## src/rtl/config_cmd_parser.sv

```systemverilog
// Byte-serial parser for "CONFIG <SUB> [arg [arg]]" lines from uart_rx.
// Each good line yields one config_valid beat; each malformed line yields one parse_error pulse.
module config_cmd_parser #(
   parameter int MAX_LINE     = 32,
   parameter int IDLE_TIMEOUT = 50000
) (
   input  logic       clk,
   input  logic       rst_n,
   input  logic [7:0] rx_data,
   input  logic       rx_valid,
   output logic       config_valid,
   output logic [2:0] config_type,
   output logic [7:0] config_value1,
   output logic [7:0] config_value2,
   output logic       parse_error,
   output logic       busy
);

   localparam int LW = $clog2(MAX_LINE + 2);
   localparam int TW = (IDLE_TIMEOUT > 1) ? $clog2(IDLE_TIMEOUT + 1) : 1;

   localparam logic [2:0] T_MAX    = 3'd0;
   localparam logic [2:0] T_RANGE  = 3'd1;
   localparam logic [2:0] T_COUNT  = 3'd2;
   localparam logic [2:0] T_SHOW   = 3'd3;
   localparam logic [2:0] T_SCALAR = 3'd4;

   localparam logic [47:0] K_CONFIG = "CONFIG";
   localparam logic [47:0] K_MAX    = 48'("MAX");
   localparam logic [47:0] K_RANGE  = 48'("RANGE");
   localparam logic [47:0] K_COUNT  = 48'("COUNT");
   localparam logic [47:0] K_SHOW   = 48'("SHOW");
   localparam logic [47:0] K_SCALAR = 48'("SCALAR");

   typedef enum logic [2:0] {S_IDLE, S_KW, S_SUB, S_ARG, S_FLUSH} state_t;

   function automatic logic [1:0] arg_need(input logic [2:0] t);
      case (t)
         T_RANGE: arg_need = 2'd2;
         T_SHOW:  arg_need = 2'd0;
         default: arg_need = 2'd1;
      endcase
   endfunction

   state_t          r_state, w_state_next;
   logic [47:0]     r_tok, w_tok_next;
   logic [2:0]      r_tok_len, w_tok_len_next;
   logic [2:0]      r_sub, w_sub_next;
   logic [1:0]      r_arg_cnt, w_arg_cnt_next;
   logic            r_in_arg, w_in_arg_next;
   logic            r_neg, w_neg_next;
   logic [8:0]      r_mag, w_mag_next;
   logic [1:0]      r_ndig, w_ndig_next;
   logic [7:0]      r_arg0, w_arg0_next;
   logic [7:0]      r_arg1, w_arg1_next;
   logic [LW-1:0]   r_len, w_len_next;
   logic [TW-1:0]   r_tmo, w_tmo_next;
   logic            r_valid, w_valid_next;
   logic            r_err, w_err_next;
   logic [2:0]      r_type_o, w_type_o_next;
   logic [7:0]      r_v1_o, w_v1_o_next;
   logic [7:0]      r_v2_o, w_v2_o_next;

   logic [7:0]      w_ch;
   logic            w_is_eol, w_is_space, w_is_letter, w_is_digit, w_is_minus;
   logic [47:0]     w_tok_shift;
   logic [LW-1:0]   w_len_inc;
   logic            w_len_over;
   logic [TW-1:0]   w_tmo_inc;
   logic [9:0]      w_mag_new;
   logic            w_mag_bad;
   logic [7:0]      w_arg_val;
   logic [1:0]      w_argc_final;
   logic [7:0]      w_fin_v1, w_fin_v2;
   logic            w_sub_hit;
   logic [2:0]      w_sub_code;

   assign w_ch        = (rx_data >= "a" && rx_data <= "z") ? rx_data - 8'd32 : rx_data;
   assign w_is_eol    = (w_ch == 8'h0D) || (w_ch == 8'h0A);
   assign w_is_space  = (w_ch == 8'h20);
   assign w_is_letter = (w_ch >= "A") && (w_ch <= "Z");
   assign w_is_digit  = (w_ch >= "0") && (w_ch <= "9");
   assign w_is_minus  = (w_ch == "-");
   assign w_tok_shift = {r_tok[39:0], w_ch};
   assign w_len_inc   = r_len + LW'(1);
   assign w_len_over  = (w_len_inc > LW'(MAX_LINE));
   assign w_tmo_inc   = r_tmo + TW'(1);

   // r_mag never exceeds 99 when a further digit arrives, so 10 bits cannot overflow.
   assign w_mag_new   = 10'(r_mag) * 10'd10 + 10'(w_ch[3:0]);
   assign w_mag_bad   = r_neg ? (w_mag_new > 10'd128) : (w_mag_new > 10'd127);
   assign w_arg_val   = r_neg ? (8'd0 - r_mag[7:0]) : r_mag[7:0];

   // An argument still being collected when EOL arrives is folded into the emitted values.
   assign w_argc_final = r_arg_cnt + {1'b0, r_in_arg};
   assign w_fin_v1     = (r_in_arg && r_arg_cnt == 2'd0) ? w_arg_val : r_arg0;
   assign w_fin_v2     = (r_in_arg && r_arg_cnt == 2'd1) ? w_arg_val : r_arg1;

   always_comb begin
      w_sub_hit  = 1'b1;
      w_sub_code = T_MAX;
      case (r_tok)
         K_MAX:    w_sub_code = T_MAX;
         K_RANGE:  w_sub_code = T_RANGE;
         K_COUNT:  w_sub_code = T_COUNT;
         K_SHOW:   w_sub_code = T_SHOW;
         K_SCALAR: w_sub_code = T_SCALAR;
         default:  w_sub_hit  = 1'b0;
      endcase
   end

   always_comb begin
      w_state_next   = r_state;
      w_tok_next     = r_tok;
      w_tok_len_next = r_tok_len;
      w_sub_next     = r_sub;
      w_arg_cnt_next = r_arg_cnt;
      w_in_arg_next  = r_in_arg;
      w_neg_next     = r_neg;
      w_mag_next     = r_mag;
      w_ndig_next    = r_ndig;
      w_arg0_next    = r_arg0;
      w_arg1_next    = r_arg1;
      w_len_next     = r_len;
      w_tmo_next     = r_tmo;
      w_valid_next   = 1'b0;
      w_err_next     = 1'b0;
      w_type_o_next  = r_type_o;
      w_v1_o_next    = r_v1_o;
      w_v2_o_next    = r_v2_o;

      if (rx_valid) begin
         w_tmo_next = '0;
         if (w_is_eol) begin
            w_len_next   = '0;
            w_state_next = S_IDLE;
            case (r_state)
               S_IDLE: ;
               S_SUB: begin
                  if (r_tok_len == 3'd0 || !w_sub_hit || arg_need(w_sub_code) != 2'd0) begin
                     w_err_next = 1'b1;
                  end else begin
                     w_valid_next  = 1'b1;
                     w_type_o_next = w_sub_code;
                     w_v1_o_next   = 8'd0;
                     w_v2_o_next   = 8'd0;
                  end
               end
               S_ARG: begin
                  if ((r_in_arg && r_ndig == 2'd0) || w_argc_final != arg_need(r_sub)) begin
                     w_err_next = 1'b1;
                  end else begin
                     w_valid_next  = 1'b1;
                     w_type_o_next = r_sub;
                     w_v1_o_next   = w_fin_v1;
                     w_v2_o_next   = w_fin_v2;
                  end
               end
               default: w_err_next = 1'b1;
            endcase
         end else begin
            if (r_state != S_FLUSH) w_len_next = w_len_inc;
            if (r_state != S_FLUSH && w_len_over) begin
               w_state_next = S_FLUSH;
            end else begin
               case (r_state)
                  S_IDLE: begin
                     if (w_is_letter) begin
                        w_state_next   = S_KW;
                        w_tok_next     = {40'd0, w_ch};
                        w_tok_len_next = 3'd1;
                        w_arg_cnt_next = 2'd0;
                        w_in_arg_next  = 1'b0;
                        w_arg0_next    = 8'd0;
                        w_arg1_next    = 8'd0;
                     end else if (!w_is_space) begin
                        w_state_next = S_FLUSH;
                     end
                  end
                  S_KW, S_SUB: begin
                     if (w_is_space) begin
                        if (r_state == S_KW) begin
                           if (r_tok == K_CONFIG) begin
                              w_state_next   = S_SUB;
                              w_tok_next     = '0;
                              w_tok_len_next = 3'd0;
                           end else begin
                              w_state_next = S_FLUSH;
                           end
                        end else if (r_tok_len != 3'd0) begin
                           if (w_sub_hit) begin
                              w_sub_next    = w_sub_code;
                              w_state_next  = S_ARG;
                              w_in_arg_next = 1'b0;
                           end else begin
                              w_state_next = S_FLUSH;
                           end
                        end
                     end else if (w_is_letter && r_tok_len < 3'd6) begin
                        w_tok_next     = w_tok_shift;
                        w_tok_len_next = r_tok_len + 3'd1;
                     end else begin
                        w_state_next = S_FLUSH;
                     end
                  end
                  S_ARG: begin
                     if (w_is_space) begin
                        if (r_in_arg) begin
                           if (r_ndig == 2'd0) begin
                              w_state_next = S_FLUSH;
                           end else begin
                              if (r_arg_cnt == 2'd0) w_arg0_next = w_arg_val;
                              else                   w_arg1_next = w_arg_val;
                              w_arg_cnt_next = r_arg_cnt + 2'd1;
                              w_in_arg_next  = 1'b0;
                           end
                        end
                     end else if (w_is_minus) begin
                        if (r_in_arg || r_arg_cnt == 2'd2) begin
                           w_state_next = S_FLUSH;
                        end else begin
                           w_in_arg_next = 1'b1;
                           w_neg_next    = 1'b1;
                           w_mag_next    = 9'd0;
                           w_ndig_next   = 2'd0;
                        end
                     end else if (w_is_digit) begin
                        if (!r_in_arg) begin
                           if (r_arg_cnt == 2'd2) begin
                              w_state_next = S_FLUSH;
                           end else begin
                              w_in_arg_next = 1'b1;
                              w_neg_next    = 1'b0;
                              w_mag_next    = {5'd0, w_ch[3:0]};
                              w_ndig_next   = 2'd1;
                           end
                        end else if (r_ndig == 2'd3 || w_mag_bad) begin
                           w_state_next = S_FLUSH;
                        end else begin
                           w_mag_next  = w_mag_new[8:0];
                           w_ndig_next = r_ndig + 2'd1;
                        end
                     end else begin
                        w_state_next = S_FLUSH;
                     end
                  end
                  default: ;
               endcase
            end
         end
      end else if (IDLE_TIMEOUT != 0 && r_state != S_IDLE) begin
         // A stalled partial line is dropped without any pulse.
         if (w_tmo_inc == TW'(IDLE_TIMEOUT)) begin
            w_state_next = S_IDLE;
            w_tmo_next   = '0;
            w_len_next   = '0;
         end else begin
            w_tmo_next = w_tmo_inc;
         end
      end
   end

   always_ff @(posedge clk) begin
      if (!rst_n) begin
         r_state   <= S_IDLE;
         r_tok     <= '0;
         r_tok_len <= '0;
         r_sub     <= '0;
         r_arg_cnt <= '0;
         r_in_arg  <= 1'b0;
         r_neg     <= 1'b0;
         r_mag     <= '0;
         r_ndig    <= '0;
         r_arg0    <= '0;
         r_arg1    <= '0;
         r_len     <= '0;
         r_tmo     <= '0;
         r_valid   <= 1'b0;
         r_err     <= 1'b0;
         r_type_o  <= '0;
         r_v1_o    <= '0;
         r_v2_o    <= '0;
      end else begin
         r_state   <= w_state_next;
         r_tok     <= w_tok_next;
         r_tok_len <= w_tok_len_next;
         r_sub     <= w_sub_next;
         r_arg_cnt <= w_arg_cnt_next;
         r_in_arg  <= w_in_arg_next;
         r_neg     <= w_neg_next;
         r_mag     <= w_mag_next;
         r_ndig    <= w_ndig_next;
         r_arg0    <= w_arg0_next;
         r_arg1    <= w_arg1_next;
         r_len     <= w_len_next;
         r_tmo     <= w_tmo_next;
         r_valid   <= w_valid_next;
         r_err     <= w_err_next;
         r_type_o  <= w_type_o_next;
         r_v1_o    <= w_v1_o_next;
         r_v2_o    <= w_v2_o_next;
      end
   end

   assign config_valid  = r_valid;
   assign parse_error   = r_err;
   assign config_type   = r_type_o;
   assign config_value1 = r_v1_o;
   assign config_value2 = r_v2_o;
   assign busy          = (r_state != S_IDLE);

endmodule
```

## config.mk

```make
export PLATFORM = sky130hd
export DESIGN_NAME = config_cmd_parser
export DESIGN_NICKNAME = d
export VERILOG_FILES = /design/src/rtl/config_cmd_parser.sv
export SDC_FILE = /design/constraint.sdc
export NUM_CORES = 1
export LEC_CHECK = 0
export ABC_AREA = 1
export ABC_CLOCK_PERIOD_IN_PS = 7800
export CAP_MARGIN = 10
export CORE_AREA = 10 10 134 184
export DETAILED_ROUTE_END_ITERATION = 6
export DIE_AREA = 0 0 144 194
export SLEW_MARGIN = 20
export SYNTH_ARGS = -nofsm -noshare
export SYNTH_HDL_FRONTEND = slang
export SYNTH_SLANG_ARGS = --single-unit
```

## constraint.sdc

```tcl
create_clock -name clk -period 7.8 [get_ports clk]
set_input_delay 1.17 -clock clk [delete_from_list [all_inputs] [get_ports clk]]
set_output_delay 1.17 -clock clk [all_outputs]
set_load 0.01 [all_outputs]
```

==> metrics.txt, run 1 <==
Worst Path Required=8.08 ns; Slew headroom=0.463; CTS clk-pin slew, worst paths=0.06 ns; largest stage delay on the critical path=0.64 ns; TritonRoute pass-1 iters=5; first-pass GRT wire length=39000 microns; CP bufs+invs=1; Post-DP HPWL=17100 microns; antenna-violating nets left=0; Synth top area share=0.314; Total GRT Usage=0.170; # setup viols final=0; P_leak=4.10 nW; Final Max Tran Viols=0; Gate Count Post-Synth=1296; grt total ovfl=0; initial antenna violation count=0; footprint of the multi-input gates=a little under 5000 sq um; clock latency on the worst-skew pair=about 0.43 ns; worst-margin pin slew=~0.80 ns; critical path class=input pin to flip-flop; drt drc=0; largest net degree at the start of global routing=60; area delta synth->final=13.4%; total number of vias=between 8000 and 9000; I/O pin count=33; postcts setup bufs=0; Clock Sinks=131; final hold violations=0; period utilization=0.512; Hold WS=0.458 ns; CTS tree=yes; Avg WL per Cell=roughly 14 microns; worst-case clock skew=roughly 0.01 ns; CP most frequent cell=nand2_2; row cnt=63; CP Capture Type=flip-flop; sequential-to-total area share from yosys stat=0.314; FF+latch count, synth=131; pwr dens=202 nW/um^2; Final WS setup=about 3.8 ns; Max-Cap Viols=0; largest area contributor in the netlist=dfxtp_1; CP Cell Sequence=clkdlybuf4s50_1 > nand2_1 > nand2_1 > nand2_1 > nand2_2 > nor2_1 > nand2_1 > nand2_2 > nand2_2 > nor2_2 > nor2_2 > nand2_2 > nor2_1 > and2_4 > nand2_2 > nand2_2 > nor3b_1; core area=roughly 21000 sq um; unrepaired setup endpoints after global routing=false; setup tns final=0 ns; count leader, synth=nand2_1; number of CTS-inserted buffers=17; post-synthesis instance area=8340 sq um; filler cell count=2246; Hold WC Path Type=flip-flop to flip-flop; Die ar.=about 28000 sq um; Avg Cell Area, Syn=approximately 6.4 sq um; CTS Root Cell=clkbuf_16; top_reg_cell synth=dfxtp_1; Post-synth ARST share=0; maximum clock path buffer count=2; total power=0.00191 W; CP delay by family, top=simple AND/OR/NAND/NOR gates; post-synth net total=1335; Post-CTS Hold Fix Bufs=0; Post-synth EDFFs=0; dominant cells by area after synthesis=dfxtp_1 31%, nand2_1 13%, nor2_1 9.5%, inv_1 7.1%, nand3_1 5.8%; Tmin final=~4 ns; Die W=144 microns; number of port buffers=32; dpl ws=3.13 ns; vias in the first global route=8204; CTS HTree Levels=4; Critical-path top delay cell=clkdlybuf4s50_1; RePlAce Congestion=between 0.9 and 1; Initial DRC Count=428; Die Span Y=slightly below 200 microns; CP Max Fanout=26; f_max=about 250 MHz; Vias/cell=between 5 and 6; Reg area=2620 sq um; top cells by instance count after synthesis=281 x nand2_1, 211 x nor2_1, 157 x inv_1, 131 x dfxtp_1, 96 x nand3_1; worst IR drop on VDD=188 uV; outcome=finished, final reports clean; synthesis warning total=0; crit path DAT=4.27 ns; Worst setup SP type=input pin; layout cells sized above 1=0.0716; nets=about 1400; Inserted Diodes=0; Resize count post-CTS=0; Synth cell types=47; Initial Util=0.394; Total Wirelength=22800 microns
[through the flow]
| step | util | cell area (sq um) | instances |
|---|---|---|---|
| 2_1_floorplan | - | 8340 | 1296 |
| 3_3_place_gp | 0.416 | 8830 | 1555 |
| 3_5_place_dp | 0.416 | 8830 | 1555 |
| 4_1_cts | 0.446 | 9460 | 1587 |
| 5_1_grt | 0.446 | 9460 | 1587 |
| 6_report | 0.446 | 9460 | 1587 |
[tightest hold or removal path, stage by stage, from the launching register on]
cell and delay [ns]:
dfxtp_1 0.29, inv_1 0.06, a21oi_1 0.05
[cells in the final DEF (no fill, tap or decap), types with 9 or more instances in the layout]
cell type and n:
a21oi_1 78, clkbuf_16 17, clkdlybuf4s50_1 31, dfxtp_1 131, ha_1 26, inv_1 157, nand2_1 281, nand2_2 9
nand3_1 96, nand3b_1 10, nand4_1 26, nor2_1 210, nor3_1 37, nor3b_2 20, o211ai_1 18, o21ai_0 68
o21ai_1 19, xor2_1 18
[metal layers]
| layer | wire (microns) | up-vias | track usage |
|---|---|---|---|
| met5 | 0 | - | 0 |
| met2 | 12200 | 156 | 0.315 |
| met3 | 645 | 51 | 0.0287 |
| met1 | 9170 | 3799 | 0.178 |
| li1 | - | 4255 | - |
| met4 | 870 | 0 | 0.0820 |
[report_power, final]
part | internal (W) | total, W | switching (W)
clock network | 0.000537 | 0.000854 | 0.000317
logic | 0.000102 | 0.000301 | 0.000199
registers | 0.000717 | 0.000758 | 0.0000412
[cell type report]
type / instances / area share
Tap cell: 260 / 0.0344
Inverter: 164 / 0.0650
Multi-Input combinational cell: 961 / 0.518
Sequential cell: 131 / 0.277
Timing Repair Buffer: 39 / 0.0389
Clock buffer: 21 / 0.0508
Clock inverter: 11 / 0.0159
[path summary, 6_finish.rpt]
check	startpoint	end	slack [ns]	depth (start not counted)
worst max-delay path	rx_data[3]	r_tok[17]$_SDFFE_PN0P_	3.81	17
worst min-delay path	r_arg0[1]$_SDFFE_PN0P_	r_arg0[1]$_SDFFE_PN0P_	0.46	2
worst max register to register	r_mag[3]$_SDFFE_PN0P_	r_mag[6]$_SDFFE_PN0P_	4.62	18
worst min register to register	r_arg0[1]$_SDFFE_PN0P_	r_arg0[1]$_SDFFE_PN0P_	0.46	2
[kinds of logic after synthesis]
group / Yosys count / share of synthesized area
AO/OA/AOI/OAI: 198 / 0.130
XOR/XNOR: 20 / 0.0210
adder cells (fa/ha/maj): 28 / 0.0438
buffers and inverters: 204 / 0.0991
flip-flops: 131 / 0.314
AND/OR/NAND/NOR: 715 / 0.392
[sequential cells by signal, indices dropped and copies added, names as in the netlist, 2 cells and up]
name           count
r_tok_len          3
r_arg_cnt          2
config_value1      8
config_type        3
r_arg0             8
r_sub              3
r_arg1             8
r_tok             48
r_mag              9
config_value2      8
r_tmo             16
r_state            3
r_len              6
r_ndig             2
Power figures use the tool's default switching activity.
==> inputs of run 2 (changes only) <==
--- a/config.mk
+++ b/config.mk
@@ -6,7 +6,7 @@
 export NUM_CORES = 1
 export LEC_CHECK = 0
 export ABC_AREA = 1
-export ABC_CLOCK_PERIOD_IN_PS = 7800
+export ABC_CLOCK_PERIOD_IN_PS = 3700
 export CAP_MARGIN = 10
 export CORE_AREA = 10 10 134 184
 export DETAILED_ROUTE_END_ITERATION = 6
==> constraint.sdc (replaced) <==
create_clock -name clk -period 3.7 [get_ports clk]
set_input_delay 0.555 -clock clk [delete_from_list [all_inputs] [get_ports clk]]
set_output_delay 0.555 -clock clk [all_outputs]
set_load 0.01 [all_outputs]
==> run 2 against run 1 <==
Net effect: count of clock-buffer cells in the layout rose by 2; combinational power grew 120%; clock power up 120%; critical endpoint is now r_mag[4]$_SDFFE_PN0P_; highest routed layer unchanged.
==> metrics.txt, run 2 (synthesis gave the netlist of run 1 again) <==
Clock Sinks=131; Top Registers=r_tok x48, r_tmo x16, r_mag x9; most frequent cells in the layout=281 x nand2_1, 210 x nor2_1, 157 x inv_1; CTS tree=yes; layout cells sized above 1=0.0727; postcts setup bufs=0; CP Max Fanout=14; Top reg by flops=r_tok; unrepaired setup endpoints after global routing=false; grt total ovfl=0; crit path DAT=3.51 ns; Worst Path Required=4.00 ns; f_max=312 MHz; power share of the sequential group=0.385; Resize count post-CTS=0; number of CTS-inserted buffers=17; power share of the clock group=0.455; Final Max Tran Viols=0; worst-margin pin slew=0.587 ns; # setup viols final=0; Initial Util=0.394; TritonRoute pass-1 iters=5; Internal Power=0.00299 W; Max-Cap Viols=0; Post-CTS Hold Fix Bufs=0; final hold violations=0; vias in the first global route=8142; first-pass GRT wire length=39200 microns; Final WS setup=between 0.4 and 0.5 ns; Psw=0.00116 W; Vias/cell=5.11; worst IR drop on VDD=between 300 and 400 uV; combinational power share=0.160; largest net degree at the start of global routing=38; flip-flop count of the largest register after layout=48; Die Span Y=about 190 microns; CTS clk-pin slew, worst paths=0.06 ns; Sw Share=0.279; critical path class=flip-flop to flip-flop; RePlAce Congestion=0.931; dpl ws=0.235 ns; Post-DP HPWL=between 15000 and 20000 microns; Die ar.=around 28000 sq um; clock latency on the worst-skew pair=0.43 ns; nets=1360; area delta synth->final=14.6%; Worst setup SP type=flip-flop; drt drc=0; commonest non-fill, non-tap cell in the layout=nand2_1; Total GRT Usage=0.171; Die W=144 microns; Total Wirelength=23000 microns; Avg WL per Cell=about 14 microns; CTS Root Cell=clkbuf_16; setup tns final=0 ns; P_leak=4.16 nW; Initial DRC Count=361; I/O pin count=33; worst-case clock skew=0.00883 ns; core area=between 20000 and 25000 sq um; total number of vias=just over 8000; Hold WC Path Type=flip-flop to flip-flop; Inserted Diodes=0; maximum clock path buffer count=2; Tmin final=approximately 3.2 ns; pwr dens=~430 nW/um^2; CTS HTree Levels=4; outcome=finished, final reports clean; row cnt=63; initial antenna violation count=0; Slew headroom=0.604; period utilization=0.867; antenna-violating nets left=0; number of port buffers=32; CP Capture Type=flip-flop
==> run 2: cell count changes in the layout (fill, tap and decap cells not counted), moves of 2 or more <==
cell        change
clkbuf_1        +3
buf_12          +2
buf_4           +5
clkinvlp_4      -3
bufinv_16       +2
==> run 2: cell type report <==
class	instances	area (sq um)
Clock inverter	9	175
Multi-Input combinational cell	961	4900
Fill cell	2193	11600
Inverter	164	616
Timing Repair Buffer	46	445
Sequential cell	131	2620
Tap cell	260	325
Clock buffer	23	478
==> run 2: path summary, 6_finish.rpt <==
check / startpoint / to / slack (ns) / cells past startpoint
worst min register to register: r_tok[7]$_SDFFE_PN0P_ / r_tok[7]$_SDFFE_PN0P_ / 0.46 / 2
worst max register to register: r_mag[3]$_SDFFE_PN0P_ / r_mag[4]$_SDFFE_PN0P_ / 0.49 / 18
worst max-delay path: r_mag[3]$_SDFFE_PN0P_ / r_mag[4]$_SDFFE_PN0P_ / 0.49 / 18
worst min-delay path: r_tok[7]$_SDFFE_PN0P_ / r_tok[7]$_SDFFE_PN0P_ / 0.46 / 2
==> run 2: worst max-delay path, cell delays in order, from the launching register on <==
cell	delay, ns
dfxtp_1	0.46
ha_1	0.29
ha_1	0.25
fa_1	0.57
nand2_1	0.09
nor2_1	0.10
nand2_1	0.07
nand2_1	0.11
nand2_1	0.09
nand2_1	0.07
nand3_1	0.07
nand2_1	0.07
nand2_1	0.09
o21ai_2	0.18
nand3_2	0.15
inv_2	0.20
nand2_1	0.08
o21ai_0	0.08
nor2_1	0.06
==> run 2: layer usage <==
| metal | vias up | share of wire | GRT usage |
|---|---|---|---|
| li1 | 4257 | - | - |
| met4 | 0 | 0.028 | 0.0737 |
| met3 | 46 | 0.027 | 0.0282 |
| met2 | 129 | 0.55 | 0.324 |
| met5 | - | 0 | 0 |
| met1 | 3714 | 0.40 | 0.178 |
==> run 2: power by group through the flow <==
stage / clock, W / combinational [W] / sequential [W]
finish: 0.00189 / 0.000664 / 0.00160
global route: 0.00198 / 0.000762 / 0.00161
CTS: 0.00192 / 0.000667 / 0.00160
detailed placement: 0 / 0.000662 / 0.00163
global placement: 0 / 0.000657 / 0.00162
floorplan: 0 / 0.000505 / 0.00160
==> run 2: per-stage QoR <==
step                      cells   util  power, W  hold WS [ns]  cell area, sq um
after floorplan            1296      -   0.00210         0.430              8340
after global placement     1562  0.420   0.00228         0.439              8910
after detailed placement   1562  0.420   0.00229         0.449              8910
after CTS                  1594  0.451   0.00418         0.457              9560
after global routing       1594  0.451   0.00435         0.477              9560
final                      1594  0.451   0.00415         0.457              9560
==> inputs of run 3 (changes only) <==
--- a/config.mk
+++ b/config.mk
@@ -11,6 +11,7 @@
 export CORE_AREA = 10 10 134 184
 export DETAILED_ROUTE_END_ITERATION = 6
 export DIE_AREA = 0 0 144 194
+export GPL_TIMING_DRIVEN = 0
 export SLEW_MARGIN = 20
 export SYNTH_ARGS = -nofsm -noshare
 export SYNTH_HDL_FRONTEND = slang
==> run 3 against run 2 <==
Net effect: hold slack worse by 0.0016 ns; clock skew up 0.00050 ns; register-to-register slack worse by 0.04 ns; sequential power about the same; final cell count up 1.6%; die area unchanged; largest power group unchanged; highest routed layer unchanged.
==> metrics.txt, run 3 (synthesis gave the netlist of run 1 again) <==
outcome=finished, final reports clean; CTS tree=yes; f_max=approximately 300 MHz; antenna-violating nets left=0; final hold violations=0; worst-margin pin slew=0.864 ns; Post-DP HPWL=19000 microns; most frequent cells in the layout=281 x nand2_1, 211 x nor2_1, 157 x inv_1; commonest non-fill, non-tap cell in the layout=nand2_1; CTS Root Cell=clkbuf_16; drt drc=0; critical path class=flip-flop to flip-flop; Slew headroom=0.420; grt total ovfl=0; HP Start=r_mag[8]$_SDFFE_PN0P_; Reg-to-Reg Start=r_mag[3]$_SDFFE_PN0P_; initial antenna violation count=0; period utilization=0.879; vias in the first global route=roughly 8000; CTS clk-pin slew, worst paths=0.06 ns; RePlAce Congestion=around 0.99; flop2flop setup slack=0.45 ns; worst r2r path cells=19; CTS HTree Levels=4; I/O pin count=33; Hold WC Path Type=flip-flop to flip-flop; filler cell count=2260; Resize count post-CTS=0; worst IR drop on VDD=320 uV; total power=approximately 0.004 W; P_leak=4.16 nW; Max-Cap Viols=0; largest net degree at the start of global routing=17; Total Wirelength=24200 microns; Initial Util=0.394; Worst Path Required=4.00 ns; layout cells sized above 1=0.0706; Vias/cell=5.12; Worst R2R End=r_mag[5]$_SDFFE_PN0P_; Final Max Tran Viols=0; Total GRT Usage=0.178; first-pass GRT wire length=40100 microns; number of CTS-inserted buffers=17; Tmin final=3.25 ns; nets=~1400; worst-case clock skew=0.00933 ns; Avg WL per Cell=15.0 microns; number of cells on the worst hold path=2; postcts setup bufs=0; flip-flop count of the largest register after layout=48; row cnt=63; setup tns final=0 ns; crit path DAT=3.56 ns; Post-CTS Hold Fix Bufs=0; Die W=144 microns; area delta synth->final=14.8%; CP Capture Type=flip-flop; Die ar.=27900 sq um; Worst setup SP type=flip-flop; Inserted Diodes=0; Hold Path Sink=r_mag[8]$_SDFFE_PN0P_; Clock Sinks=approximately 130; clock latency on the worst-skew pair=approximately 0.43 ns; # setup viols final=0; Initial DRC Count=between 400 and 500; Top reg by flops=r_tok; maximum clock path buffer count=2; pwr dens=roughly 420 nW/um^2; Die Span Y=around 190 microns; Top Registers=r_tok x48, r_tmo x16, r_mag x9; unrepaired setup endpoints after global routing=false; core area=about 21000 sq um; number of port buffers=32; CP Max Fanout=10; TritonRoute pass-1 iters=5; total number of vias=8291
run 3: cell count changes in the layout (fill, tap and decap cells not counted), sizes merged:
cell	change
clkinv	+3
clkbuf	+23
clkdlybuf4s50	+1
buf	+2
clkinvlp	-1
bufinv	-2
run 3: power breakdown:
part	total, W	switching [W]	internal (W)
logic	0.000684	0.000447	0.000237
registers	0.00160	0.0000838	0.00151
clock network	0.00171	0.000636	0.00107
total	0.00399	0.00117	0.00282
run 3: layout make-up:
type / count / area [sq um] / share of cell area
well taps: 260 / 325 / 0.0340
flip-flops and latches: 131 / 2620 / 0.274
multi-input cells: 961 / 4890 / 0.511
plain buffers: 40 / 211 / 0.0221
clock buffers: 23 / 458 / 0.0478
clock inverters: 9 / 130 / 0.0136
inverters: 164 / 616 / 0.0643
repair buffers: 32 / 320 / 0.0334
run 3: worst max-delay path by stage:
stage | from | endpoint
final | r_mag[3]$_SDFFE_PN0P_ | r_mag[5]$_SDFFE_PN0P_
after global routing | r_mag[3]$_SDFFE_PN0P_ | r_mag[6]$_SDFFE_PN0P_
after CTS | r_mag[3]$_SDFFE_PN0P_ | r_mag[5]$_SDFFE_PN0P_
after detailed placement | rx_data[1] | r_mag[5]$_SDFFE_PN0P_
after global placement | rx_data[1] | r_mag[5]$_SDFFE_PN0P_
after floorplan | r_mag[3]$_SDFFE_PN0P_ | r_mag[4]$_SDFFE_PN0P_
run 3: critical path, cell delays in order, from the launching register on:
cell and delay [ns]:
dfxtp_1 0.46, ha_1 0.29, ha_1 0.24, fa_1 0.56, nand2_1 0.09, nor2_1 0.09, nand2_1 0.08, nand2_1 0.11
nand2_1 0.08, nand2_1 0.07, nand3_1 0.07, nand2_1 0.07, nand2_1 0.09, o21ai_2 0.19, nand3_2 0.16, inv_2 0.12
buf_4 0.17, nand2_1 0.06, o21ai_0 0.08, nor2_1 0.05
run 3: stage by stage:
| step | instances | util | setup slack, ns | hold WS [ns] | instance area (sq um) |
|---|---|---|---|---|---|
| after floorplan | 1296 | - | 0.919 | 0.430 | 8340 |
| after global placement | 1588 | 0.424 | 0.117 | 0.444 | 8990 |
| after detailed placement | 1588 | 0.424 | 0.0845 | 0.447 | 8990 |
| after CTS | 1620 | 0.452 | 0.425 | 0.457 | 9580 |
| after global routing | 1620 | 0.452 | 0.119 | 0.485 | 9580 |
| final | 1620 | 0.452 | 0.447 | 0.455 | 9580 |
run 3: routing by layer:
metal  wire (microns)  up-vias  global-route usage
li1                 -     4309                   -
met1             9660     3788               0.185
met2            13000      139               0.331
met3              759       55              0.0324
met4              862        0              0.0797
met5                0        -                   0
